`config.mk`:
```
export PLATFORM = sky130hd
export DESIGN_NAME = sipo_deser_8b
export DESIGN_NICKNAME = d
export VERILOG_FILES = /design/src/rtl/sipo_deser_8b.sv
export SDC_FILE = /design/constraint.sdc
export NUM_CORES = 1
export LEC_CHECK = 0
export CORE_MARGIN = 1.5
export CORE_UTILIZATION = 40
export DETAILED_ROUTE_END_ITERATION = 8
export PLACE_DENSITY = 0.69
export SYNTH_ARGS = -nofsm -noshare
export SYNTH_HDL_FRONTEND = slang
export SYNTH_SLANG_ARGS = --single-unit
```
`constraint.sdc`:
```
create_clock -name i_clk -period 2.07 [get_ports i_clk]
set_input_delay 0.414 -clock i_clk [delete_from_list [all_inputs] [get_ports i_clk]]
set_output_delay 0.414 -clock i_clk [all_outputs]
set_load 0.01 [all_outputs]
```
`src/rtl/sipo_deser_8b.sv`:
```
// rtl/sipo_deser_8b.sv - serial-in/parallel-out receiver with single-entry output buffer (optional PARITY_EN)
module sipo_deser_8b #(
  parameter int WIDTH = 8
) (
  input  logic             i_clk,
  input  logic             i_rst_a,
  input  logic             i_sin,
  input  logic             i_sin_valid,
  input  logic             i_msb_first,
  input  logic             i_flush,
  input  logic             i_op_ready,
  output logic [WIDTH-1:0] o_op,
  output logic             o_op_valid,
  output logic             o_busy,
  output logic             o_overrun,
  output logic             o_parity_err
);

  localparam int CW = $clog2(WIDTH + 1);
  localparam logic [CW-1:0] LAST_DATA = CW'(WIDTH - 1);

  typedef enum logic [1:0] {
    S_IDLE   = 2'd0,
    S_SHIFT  = 2'd1,
`ifdef PARITY_EN
    S_PARITY = 2'd3,
`endif
    S_WAIT   = 2'd2
  } state_t;

  state_t           r_state;
  logic [WIDTH-1:0] r_sr;
  logic [CW-1:0]    r_cnt;
  logic             r_msb;
  logic [WIDTH-1:0] r_op;
  logic             r_op_valid;
  logic             r_overrun;

  logic             w_msb;
  logic [WIDTH-1:0] w_shifted;
  logic             w_buf_free;
  logic             w_complete;
  logic [WIDTH-1:0] w_word;

`ifdef PARITY_EN
  logic             r_parity_err;
  logic             r_pend_perr;
  logic             w_word_perr;
`endif

  // Bit order is frozen at the first bit; in IDLE the live input selects the direction.
  assign w_msb      = (r_state == S_IDLE) ? i_msb_first : r_msb;
  assign w_shifted  = w_msb ? {r_sr[WIDTH-2:0], i_sin} : {i_sin, r_sr[WIDTH-1:1]};
  assign w_buf_free = !r_op_valid || i_op_ready;

`ifdef PARITY_EN
  // Frame ends on the parity bit; the data word is already complete in the shift register.
  assign w_complete  = i_sin_valid && !i_flush && (r_state == S_PARITY);
  assign w_word      = r_sr;
  assign w_word_perr = (^r_sr) ^ i_sin;
`else
  // Frame ends on the last data bit; the word includes the bit arriving this cycle.
  assign w_complete  = i_sin_valid && !i_flush && (r_state == S_SHIFT) && (r_cnt == LAST_DATA);
  assign w_word      = w_shifted;
`endif

  // Frame collection, completion handoff, WAIT stall, flush and sticky overrun.
  always_ff @(posedge i_clk) begin
    if (i_rst_a) begin
      r_state    <= S_IDLE;
      r_sr       <= '0;
      r_cnt      <= '0;
      r_msb      <= 1'b0;
      r_op       <= '0;
      r_op_valid <= 1'b0;
      r_overrun  <= 1'b0;
`ifdef PARITY_EN
      r_parity_err <= 1'b0;
      r_pend_perr  <= 1'b0;
`endif
    end else begin
      // Consumer handshake; any load below overrides this and keeps op_valid high.
      if (r_op_valid && i_op_ready) begin
        r_op_valid <= 1'b0;
      end

      if (i_flush) begin
        r_state <= S_IDLE;
        r_cnt   <= '0;
        r_sr    <= '0;
`ifdef PARITY_EN
        r_pend_perr <= 1'b0;
`endif
      end else if (w_complete) begin
        if (w_buf_free) begin
          r_op       <= w_word;
          r_op_valid <= 1'b1;
`ifdef PARITY_EN
          r_parity_err <= w_word_perr;
`endif
          r_state    <= S_IDLE;
          r_sr       <= '0;
        end else begin
          r_state <= S_WAIT;
          r_sr    <= w_word;
`ifdef PARITY_EN
          r_pend_perr <= w_word_perr;
`endif
        end
        r_cnt <= '0;
      end else begin
        unique case (r_state)
          S_IDLE: begin
            if (i_sin_valid) begin
              r_sr    <= w_shifted;
              r_cnt   <= CW'(1);
              r_msb   <= i_msb_first;
              r_state <= S_SHIFT;
            end
          end
          S_SHIFT: begin
            if (i_sin_valid) begin
              r_sr  <= w_shifted;
              r_cnt <= r_cnt + CW'(1);
`ifdef PARITY_EN
              if (r_cnt == LAST_DATA) begin
                r_state <= S_PARITY;
              end
`endif
            end
          end
`ifdef PARITY_EN
          S_PARITY: begin
            // Only reached with sin_valid low here; completion is handled above.
            r_state <= S_PARITY;
          end
`endif
          S_WAIT: begin
            if (i_sin_valid) begin
              r_overrun <= 1'b1;
            end
            if (i_op_ready) begin
              r_op       <= r_sr;
              r_op_valid <= 1'b1;
`ifdef PARITY_EN
              r_parity_err <= r_pend_perr;
`endif
              r_sr       <= '0;
              r_state    <= S_IDLE;
            end
          end
          default: begin
            r_state <= S_IDLE;
          end
        endcase
      end
    end
  end

  assign o_op       = r_op;
  assign o_op_valid = r_op_valid;
  assign o_busy     = (r_state != S_IDLE);
  assign o_overrun  = r_overrun;
`ifdef PARITY_EN
  assign o_parity_err = r_parity_err;
`else
  assign o_parity_err = 1'b0;
`endif

endmodule

```
==> flow_metrics.tcl <==
set metrics [dict create \
    syn_area_per_cell_um2 8.624 \
    holdBufCountCts 0 \
    ios 19 \
    ir_drop_mv 0.2513 \
    pwr_density_cell_nw_per_um2 501.9 \
    synth_common_cells "dfxtp_1, nand3_1, a21oi_1" \
    drc 0 \
    grt_pass1_wl_mm 4.864 \
    fin_skew_ps 11.98 \
    path_class "flip-flop to output port" \
    syn_inst 149 \
    synth_area_leaders "dfxtp_1, nand3_1, a32o_1" \
    drv_cap 0 \
    tightest_slew_ps 542.8 \
    drt_iter0_drc 40 \
    insertion_delay_ps 320 \
    antenna_cells 0 \
    regArea_um2 501.7 \
    core_area_um2 3053 \
    yosys_warnings 0 \
    cts-root-buf "clkbuf_4" \
    multiInputGateArea_um2 713.2 \
    post-route-period-util 0.9736 \
    drv_slew 0 \
    ant_nets 0 \
    layout-drive-gt1-share 0.1512 \
    h-tree-depth 1 \
    synth_ff_type "dfxtp_1" \
    p_leak_nw 0.5435 \
    via_count 1171 \
    rsz0062_at_grt "no" \
    cp.arrival_ps 1600 \
    synth_most_common_cell "dfxtp_1" \
    gp_congestion 0.8447 \
    critPathMaxFanout 10 \
    cp.required_ps 1660 \
    numCtsBuffers 3 \
    synth-async-reset-ratio 0 \
    synth_seq_cells 25 \
    synth-seq-area-share 0.3895 \
    netlist.area_leader.share 0.3895 \
    run_status "completed" \
    hold_path.class "flip-flop to flip-flop" \
    track_usage 0.1782 \
    die_y_um 59.68 \
    start_util 0.4209 \
    synth_edf_count 0 \
    synthesis.nets 157 \
    routedWlPerCell_um 13.36 \
    slew_headroom 0.6357 \
    area_growth_syn_to_layout_pct 21.52 \
    fin_nets 181 \
    clk_pin_slew_worst_paths_ps 140 \
    setup_viol 0 \
    whs_ps 480.5 \
    fmax_mhz 496.2 \
    viasPerCell 5.421 \
    grt_pass1_vias 1102 \
    overflow 0 \
    power_mw 0.7837 \
    netlist-cell-type-count 41 \
    die_w_um 59.68 \
    synth_top_cell_by_area "dfxtp_1" \
    dr.pass1.iters 4 \
    cts.sinks 25 \
    wl_mm 2.886 \
    grt_start_max_net_pins 18 \
    period_needed_ps 2015 \
    rows 20 \
    cts_buffer_depth 2 \
    syn_area_um2 1285 \
    fillers 311 \
    endpoint_kind "output port" \
    grt_antenna_before_repair 0 \
    cts_tree "built" \
    dieArea_um2 3562 \
    critPathLaunchType "flip-flop" \
    hpwl_mm 2.155 \
    port_buffers 17 \
    hold_viol 0 \
]
## per-layer routing
metal  track usage  part of all wire
met5             0                 0
met2        0.2904              0.49
met3       0.02597             0.042
met4       0.06984            0.0073
met1        0.2360              0.46
## cell families (layout without fill, tap and decap cells)
family,count (synthesis),after routing,share of synthesized area
AO/OA/AOI/OAI,50,50,0.2668
flip-flops,25,25,0.3895
multiplexers,1,1,0.007790
other,1,1,0.002918
adder cells (fa/ha/maj),1,1,0.009736
buffers and inverters,11,34,0.05744
AND/OR/NAND/NOR,60,60,0.2658
## path summary, 6_finish.rpt
path              slack (ps)  endpoint       start  depth (start not counted)
setup reg to reg         160   o_op[4]    r_cnt[0]                          5
hold / removal           480   o_op[5]     o_op[5]                          1
setup / recovery          50    o_busy  r_state[1]                          2
hold reg to reg          480   o_op[5]     o_op[5]                          1
## report_power, final
part           switching (mW)  internal, mW  leakage [nW]
Clock                   0.146        0.0723        0.0177
Sequential            0.00552         0.485         0.202
Combinational          0.0394        0.0357         0.324
## per-stage QoR
step | setup slack (ps) | util | cells | setup TNS (ps) | area [um^2]
after floorplan | 489.7 | - | 149 | 0 | 1285
after global placement | -104.1 | 0.5012 | 212 | -697.2 | 1530
after detailed placement | -160.7 | 0.5012 | 212 | -1288 | 1530
after CTS | 49.95 | 0.5107 | 216 | 0 | 1559
after global routing | 5.899 | 0.5115 | 216 | 0 | 1562
final | 54.68 | 0.5115 | 216 | 0 | 1562
## registers in the layout, summed over array words and instances (netlist names), named ones only
signal,cells
r_cnt,4
o_overrun,1
o_op,8
r_sr,8
r_msb,1
r_state,2
## area by class of cell
class                   instances  share of cell area
multi-input cells             113              0.4567
flip-flops and latches         25              0.3213
repair buffers                 29              0.1667
well taps                      44             0.03526
clock buffers                   3             0.01442
clock inverters                 1            0.003205
inverters                       1            0.002404
## critical path, cell delays in order (launching register included)
cell and delay, ps:
dfxtp_1 550, or2_2 180, clkdlybuf4s50_1 540
## repair_timing
item	4_1_cts	5_1_grt
setup endpoints to repair	1	8
setup buffers	0	0
gates resized for setup	1	1
## cell usage in the layout (no fill, tap or decap), types with 4 or more instances in the layout
cell type        count
dfxtp_1             24
nand3_1             18
clkdlybuf4s50_1     17
a21oi_1             13
o21ai_0             12
buf_4               12
nand2_1             10
or2_1                8
a32o_1               8
a21o_1               8
nor2_1               4
Note: power is estimated with default switching activity, not from simulation.
